$ cat src/rtl/calc_pipe_pkg.sv
// Shared types for the parallel calculation stage: lane identifiers and the
// default operand width, used by the dispatcher and the collecting mux.
package calc_pipe_pkg;

    localparam int CALC_W = 32;

    typedef enum logic {
        LANE0 = 1'b0,
        LANE1 = 1'b1
    } lane_t;

    function automatic lane_t other_lane(input lane_t l);
        return (l == LANE0) ? LANE1 : LANE0;
    endfunction

endpackage

$ cat src/rtl/calc_tag_fifo.sv
// Order-tag FIFO: records which lane received each item so the collector
// can restore input order. Wrap-bit pointers distinguish full from empty.
module calc_tag_fifo
    import calc_pipe_pkg::*;
#(
    parameter int DEPTH = 8
) (
    input  logic  clk,
    input  logic  rst_n,
    input  logic  push,
    input  logic  pop,
    input  lane_t din,
    output lane_t head,
    output logic  full,
    output logic  empty
);

    localparam int AW = $clog2(DEPTH);

    logic [AW:0] wr_ptr_q, wr_ptr_d;
    logic [AW:0] rd_ptr_q, rd_ptr_d;
    lane_t       mem_q [DEPTH];
    lane_t       mem_d [DEPTH];
    logic        do_push, do_pop;

    assign full    = (wr_ptr_q[AW] != rd_ptr_q[AW]) &&
                     (wr_ptr_q[AW-1:0] == rd_ptr_q[AW-1:0]);
    assign empty   = (wr_ptr_q == rd_ptr_q);
    // Full blocks a push even when a pop happens in the same cycle.
    assign do_push = push && !full;
    assign do_pop  = pop && !empty;
    assign head    = mem_q[rd_ptr_q[AW-1:0]];

    always_comb begin
        mem_d    = mem_q;
        wr_ptr_d = wr_ptr_q + {{AW{1'b0}}, do_push};
        rd_ptr_d = rd_ptr_q + {{AW{1'b0}}, do_pop};
        if (do_push) mem_d[wr_ptr_q[AW-1:0]] = din;
    end

    always_ff @(posedge clk or negedge rst_n) begin
        if (!rst_n) begin
            wr_ptr_q <= '0;
            rd_ptr_q <= '0;
            for (int i = 0; i < DEPTH; i++) mem_q[i] <= LANE0;
        end else begin
            wr_ptr_q <= wr_ptr_d;
            rd_ptr_q <= rd_ptr_d;
            mem_q    <= mem_d;
        end
    end

endmodule

$ cat src/rtl/calc_dispatch_1to2.sv
// Registered 1-to-2 round-robin dispatcher with order-tag FIFO.
// Define CALC_DISPATCH_SKIP_EN for work-conserving dispatch past a stalled lane.
module calc_dispatch_1to2
    import calc_pipe_pkg::*;
#(
    parameter int M         = CALC_W,
    parameter int TAG_DEPTH = 8
) (
    input  logic         clk,
    input  logic         rst_n,
    input  logic [M-1:0] in_data,
    input  logic         in_valid,
    output logic         in_ready,
    output logic [M-1:0] out0_data,
    output logic         out0_valid,
    input  logic         out0_ready,
    output logic [M-1:0] out1_data,
    output logic         out1_valid,
    input  logic         out1_ready,
    output lane_t        sel_tag,
    output logic         sel_valid,
    input  logic         sel_pop,
    output logic         busy
);

    logic [1:0][M-1:0] data_q, data_d;
    logic [1:0]        vld_q, vld_d;
    logic [1:0]        lane_rdy, lane_free, load;
    lane_t             next_lane_q, next_lane_d;
    lane_t             target;
    logic              accept, tag_full, tag_empty;

    assign lane_rdy  = {out1_ready, out0_ready};
    assign lane_free = ~vld_q | lane_rdy;

    always_comb begin
        target = next_lane_q;
`ifdef CALC_DISPATCH_SKIP_EN
        if (!lane_free[next_lane_q] && lane_free[other_lane(next_lane_q)])
            target = other_lane(next_lane_q);
`endif
    end

    assign in_ready = lane_free[target] && !tag_full;
    assign accept   = in_valid && in_ready;
    assign load     = !accept ? 2'b00 : (target == LANE1) ? 2'b10 : 2'b01;

    always_comb begin
        data_d      = data_q;
        vld_d       = vld_q & ~lane_rdy;
        next_lane_d = next_lane_q;
        for (int x = 0; x < 2; x++) begin
            // A drain and a reload in the same cycle keep the lane full.
            if (load[x]) begin
                data_d[x] = in_data;
                vld_d[x]  = 1'b1;
            end
        end
        if (accept) next_lane_d = other_lane(target);
    end

    always_ff @(posedge clk or negedge rst_n) begin
        if (!rst_n) begin
            data_q      <= '0;
            vld_q       <= '0;
            next_lane_q <= LANE0;
        end else begin
            data_q      <= data_d;
            vld_q       <= vld_d;
            next_lane_q <= next_lane_d;
        end
    end

    calc_tag_fifo #(.DEPTH(TAG_DEPTH)) u_tag_fifo (
        .clk   (clk),
        .rst_n (rst_n),
        .push  (accept),
        .pop   (sel_pop),
        .din   (target),
        .head  (sel_tag),
        .full  (tag_full),
        .empty (tag_empty)
    );

    assign out0_data  = data_q[0];
    assign out1_data  = data_q[1];
    assign out0_valid = vld_q[0];
    assign out1_valid = vld_q[1];
    assign sel_valid  = !tag_empty;
    assign busy       = |vld_q || !tag_empty;

endmodule

$ cat config.mk
export PLATFORM = sky130hd
export DESIGN_NAME = calc_dispatch_1to2
export DESIGN_NICKNAME = d
export VERILOG_FILES = /design/src/rtl/calc_pipe_pkg.sv /design/src/rtl/calc_tag_fifo.sv /design/src/rtl/calc_dispatch_1to2.sv
export SDC_FILE = /design/constraint.sdc
export NUM_CORES = 1
export LEC_CHECK = 0
export BUFFER_PORTS_ARGS = -buffer_cell sky130_fd_sc_hd__buf_2
export CORE_MARGIN = 8
export CORE_UTILIZATION = 45
export DETAILED_ROUTE_END_ITERATION = 7
export PLACE_DENSITY = 0.74
export SYNTH_ARGS = -nofsm -noshare
export SYNTH_HDL_FRONTEND = slang
export SYNTH_HIERARCHICAL = 1
export SYNTH_SLANG_ARGS = --single-unit
$ cat constraint.sdc
create_clock -name clk -period 2.2 [get_ports clk]
set_input_delay 0.55 -clock clk [delete_from_list [all_inputs] [get_ports clk]]
set_output_delay 0.55 -clock clk [all_outputs]
set_load 0.01 [all_outputs]
======== After elaboration in Yosys (flattened, before gate mapping) ========
Index checks and enable logic that the tools add are counted.
word-level totals
  output and inout port bits .............. 70
  flip-flop bits (word level) ............. 83
  latch bits .............................. 0
  logic and storage cells ................. 52
  bits of input ports ..................... 38
  bits in writable memories ............... 0
  ROM bits ................................ 0
  memories kept ........................... 0
operators by class
  shifts and indexed selects .............. 0
  divide/modulo/power cells ............... 0
  muxes and demuxes ....................... 13
  reductions and logical operators ........ 10
  $add $sub $neg .......................... 2
  bitwise gates (word level) .............. 6
  multiply operators ...................... 0
  $lt $le $gt $ge ......................... 4
  equal/unequal tests ..................... 3
operators by type and width
  kind                number
  $add 4x1->4         2
  $bwmux 8            1
  $ge 4x4->1 const B  2
  $mux 1              8
  $not 3->4           2
  $logic_and 1x1->1   6
  $eq 4x4->1          1
  $lt 4x1->1 const B  1
  $mux 2              2
  $not 2->2           2
  $bmux 1 s3          1
  $demux 1 s3         1
  $eq 3x3->1          1
  $and 2x2->2         1
  $logic_not 1->1     2
  $lt 1x2->1 const B  1
  $or 2x2->2          1
  $reduce_or 2->1     1
  $logic_or 1x1->1    1
  $ne 1x1->1          1

======== Logic depth before layout (Yosys ltp) ========
  word-level depth ........................ 8
  depth in mapped cells ................... 10
  gate-level depth less buffers ........... 9

======== Hierarchy ========
The synthesis kept the hierarchy.
by module, submodules not included
  module              instances  cells each  sequential area each (um2)  area an instance (um2)
  calc_dispatch_1to2  1          153         1,676.6                     2,825.2
  calc_tag_fifo       1          60          400.4                       829.5

======== Worst setup path after synthesis ========
No wires, ideal clock.
  path type ............................... register to register
  from .................................... register u_tag_fifo.wr_ptr_q[0]
  to ...................................... register u_tag_fifo/mem_q[3] (netlist bit)
  clock period less this slack ............ 2,372 ps
  data required time ...................... 2,075 ps
  arrival time ............................ 2,247 ps
  setup slack ............................. -172 ps
  cell stages (with the launch flop) ...... 9
  cell sequence ........................... dfrtp_1 -> buf_2 -> xor2_1 -> nor4_1 -> a211oi_1 -> and2_1 -> o41ai_4 -> nor4b_1 -> mux2_2
between the ends
  longest elaborated chain between the ends .. 6
  elaborated cells on any way between the ends .. 13
RTL lines
  element                   line                      text
  start: declaration        calc_tag_fifo.sv:20       logic [AW:0] wr_ptr_q, wr_ptr_d;
  start signal: assignment  calc_tag_fifo.sv:47       wr_ptr_q <= wr_ptr_d;
  $eq 3x3->1                calc_tag_fifo.sv:27       (wr_ptr_q[AW-1:0] == rd_ptr_q[AW-1:0]);
  $logic_and 1x1->1         calc_tag_fifo.sv:26       assign full = (wr_ptr_q[AW] != rd_ptr_q[AW]) &&
  named net tag_full        calc_dispatch_1to2.sv:31  logic accept, tag_full, tag_empty;
  $logic_not 1->1           calc_dispatch_1to2.sv:44  assign in_ready = lane_free[target] && !tag_full;
  $logic_and 1x1->1         calc_dispatch_1to2.sv:44
  named net in_ready        calc_dispatch_1to2.sv:13  output logic in_ready,
  $logic_and 1x1->1         calc_dispatch_1to2.sv:45  assign accept = in_valid && in_ready;
  named net accept          calc_dispatch_1to2.sv:31
  $logic_and 1x1->1         calc_tag_fifo.sv:30       assign do_push = push && !full;
  end signal: assignment    calc_tag_fifo.sv:49       mem_q <= mem_d;
  end: declaration          calc_tag_fifo.sv:22       lane_t mem_q [DEPTH];
The timed path passes the listed nets, and every way through them passes these cells.
A chain may end at the register's enable or synchronous reset.

======== Worst setup path after layout ========
  from .................................... register u_tag_fifo.rd_ptr_q[1]
  to ...................................... output busy
between the ends
  longest elaborated chain between the ends .. 3
RTL lines
  element                   line                      text
  start: declaration        calc_tag_fifo.sv:21       logic [AW:0] rd_ptr_q, rd_ptr_d;
  start signal: assignment  calc_tag_fifo.sv:48       rd_ptr_q <= rd_ptr_d;
  $eq 4x4->1                calc_tag_fifo.sv:28       assign empty = (wr_ptr_q == rd_ptr_q);
  named net tag_empty       calc_dispatch_1to2.sv:31
  $logic_not 1->1           calc_dispatch_1to2.sv:90  assign busy = |vld_q || !tag_empty;
  $logic_or 1x1->1          calc_dispatch_1to2.sv:90
  end: declaration          calc_dispatch_1to2.sv:23  output logic busy
The timed path passes the listed nets, and every way through them passes these cells.

==> metrics.txt <==
Worst Path Buf+Inv=2; net count after synthesis=roughly 260; first-pass GRT wire length=approximately 13000 um; RSZ-0062 raised after global routing=yes; drt drc=0; # IOs=around 110; initial core utilization=a little under half; cell row count=33; HP Class=input pin to async pin; clock tree sinks=83; Root Driver=clkbuf_8; wire per inst=18.03 um; Initial DRC Count=around 110; worst skew pair latency=between 0.3 and 0.4 ns; DP HPWL=between 5000 and 6000 um; fin. max-slew vios=0; Setup TNS Final=-0.5467 ns; Slew HR=63.38%; final worst path period share=107.0%; CTS HTree Levels=3; P per Cell Area=about 1700 nW/um^2; PortBufs=approximately 110; kind of end point of the critical path=output pin; WS Path Type=flip-flop to output pin; Cell Area, Synth=between 3000 and 4000 sq um; Critical Path AT=approximately 1.8 ns; skew final=around 0.016 ns; crit-path max cell delay=0.42 ns; antenna viol nets, final=0; Yosys cell types=30; clock-pin slew on the worst setup and hold paths=~0.10 ns; vias per cell=around 4.8; most frequent cells in the layout=105 x buf_2, 83 x dfrtp_1, 60 x mux2_4; status=complete, but fails checks; most common cell after layout, fill and taps aside=buf_2; failing checks=negative setup slack; largest net degree at the start of global routing=37; YS warnings=6; final WL=8203 um; max-cap violations=0; worst slew pin tran=0.5474 ns; Area Overhead vs Synth=30.02%; slowest CP cell=dfrtp_1; CP required=around 1.7 ns; Leak Pwr=roughly 0.0024 uW; final hold vios=0; worst-case vdd ir drop=~0.00063 V; Vias=~2.2k; NumNets Final=approximately 390; final setup fails=8; Die ar.=11260 sq um; TritonCTS clock tree=done; Cells after Synth=about 210; post-layout util=between 50% and 60%; post-route setup slack=-0.1540 ns; antenna cells=0; Filler Cells Inserted=644; Core Box Area=8051 sq um; Total Power=7928 uW; Min Clock Period, post-route=about 2.4 ns; hold_ws=approximately 0.15 ns; crit start category=flip-flop; Inserted Clock Buffers=9; initial antenna violation count=0; Top delay family on crit path=simple AND/OR/NAND/NOR gates; CTS max path bufs=2; vias in the first global route=2573; sequential share of the synthesized area=between 50% and 60%; f_max=around 0.42 GHz; GR Util All Layers=between 10 and 15%; layout cells sized above 1=between 60% and 70%; drt pass-1 iters=4; Synth Register Bits=83; Layout Cells excl Fill=around 460; die height=between 100 and 150 um; GR Overflow Total=0; critical path peak fanout=3; Inst Count DP=around 430; RD Place Congestion=around 0.74; Die W=106.1 um; mean post-synth cell area=~17 sq um; worst path cell trace=xor2_2 > nor4b_4 > inv_1 > or3_1 > buf_2
[power by group]
group          switching, uW  internal (uW)  leakage, uW
Sequential               500           2310     0.000982
Combinational           1750           2350      0.00135
Clock                    565            448    0.0000851
[metrics by stage]
| stage | setup WS (ns) | area [sq um] |
|---|---|---|
| floorplan | 0.02529 | 3675 |
| global placement | 0.05845 | 4383 |
| detailed placement | -0.04980 | 4383 |
| CTS | -0.1778 | 4656 |
| global route | -0.2623 | 4752 |
| finish | -0.1540 | 4752 |
[cells by family after synthesis]
family                   after synthesis  share of synthesized area, %
AO/OA/AOI/OAI                          3                         1.096
adder cells (fa/ha/maj)                4                         1.369
multiplexers                          75                         29.58
AND/OR/NAND/NOR                       26                         4.861
flip-flops                            83                         56.83
XOR/XNOR                               8                         2.123
buffers and inverters                 14                         4.142
[area by class of cell]
type | count | area (sq um) | area share [%]
Clock buffer | 10 | 137.6 | 2.896
Sequential cell | 83 | 2077 | 43.71
Multi-Input combinational cell | 116 | 1560 | 32.83
Clock inverter | 6 | 48.80 | 1.027
Inverter | 3 | 11.26 | 0.2370
Timing Repair Buffer | 132 | 785.8 | 16.54
Tap cell | 105 | 131.4 | 2.765
[synthesized netlist by cell type]
master	number	area, sq um
a211oi_1	1	7.510
nand2b_1	2	12.51
nor2b_4	1	13.76
inv_1	3	11.26
nor3_1	3	15.01
buf_4	1	7.510
xor2_1	4	35.03
nor4b_1	4	35.03
buf_2	1	5.000
dfrtp_1	83	2077
mux2_2	13	146.4
nor4_1	3	18.77
ha_1	4	50.05
xor2_2	1	16.27
nand2_1	3	11.26
or3b_1	1	8.760
nand3_1	2	10.01
nor3b_1	1	7.510
mux2_1	3	33.78
buf_6	6	67.56
o21ai_0	1	5.000
nor2b_1	2	12.51
or3_1	2	12.51
nand2b_4	1	13.76
xnor2_1	3	26.28
buf_12	3	60.06
mux2_4	57	855.8
and2_1	1	6.260
o41ai_4	1	27.53
mux4_2	2	45.04
[flip-flops by register name, summed over array words and instances (netlist names)]
register / cells
u_tag_fifo/mem_q: 8
out0_data: 32
u_tag_fifo/rd_ptr_q: 4
u_tag_fifo/wr_ptr_q: 4
vld_q: 2
out1_data: 32
next_lane_q: 1
[path summary, 6_finish.rpt]
kind | slack [ns] | startpoint | cells after the start | end
min in group clk | 0.44 | in_data[1] | 2 | out0_data[1]$_DFFE_PN0P_
worst min register to register | 0.48 | u_tag_fifo/mem_q[1]$_DFFE_PN0P_ | 1 | u_tag_fifo/mem_q[1]$_DFFE_PN0P_
worst max-delay path | -0.15 | u_tag_fifo/rd_ptr_q[1]$_DFF_PN0_ | 5 | busy
worst max register to register | -0.08 | u_tag_fifo/rd_ptr_q[1]$_DFF_PN0_ | 10 | u_tag_fifo/wr_ptr_q[2]$_DFF_PN0_
worst min-delay path | 0.15 | rst_n | 1 | out0_data[31]$_DFFE_PN0P_
max in group asynchronous | 1.42 | rst_n | 2 | out1_data[11]$_DFFE_PN0P_
[repair_timing]
item,4_1_cts,5_1_grt
pin swaps,5,3
buffers inserted,3,5
gates resized for setup,11,9
hold buffers,0,0
setup endpoints to repair,14,75
[per-layer routing]
layer	vias to the layer above	global-route usage [%]	part of all wire, %
li1	1009	-	-
met3	5	4.295	6.2
met2	65	24.31	49
met4	0	6.935	1.2
met5	-	0	0
met1	1127	17.97	44
(Power assumes the default switching activity.)
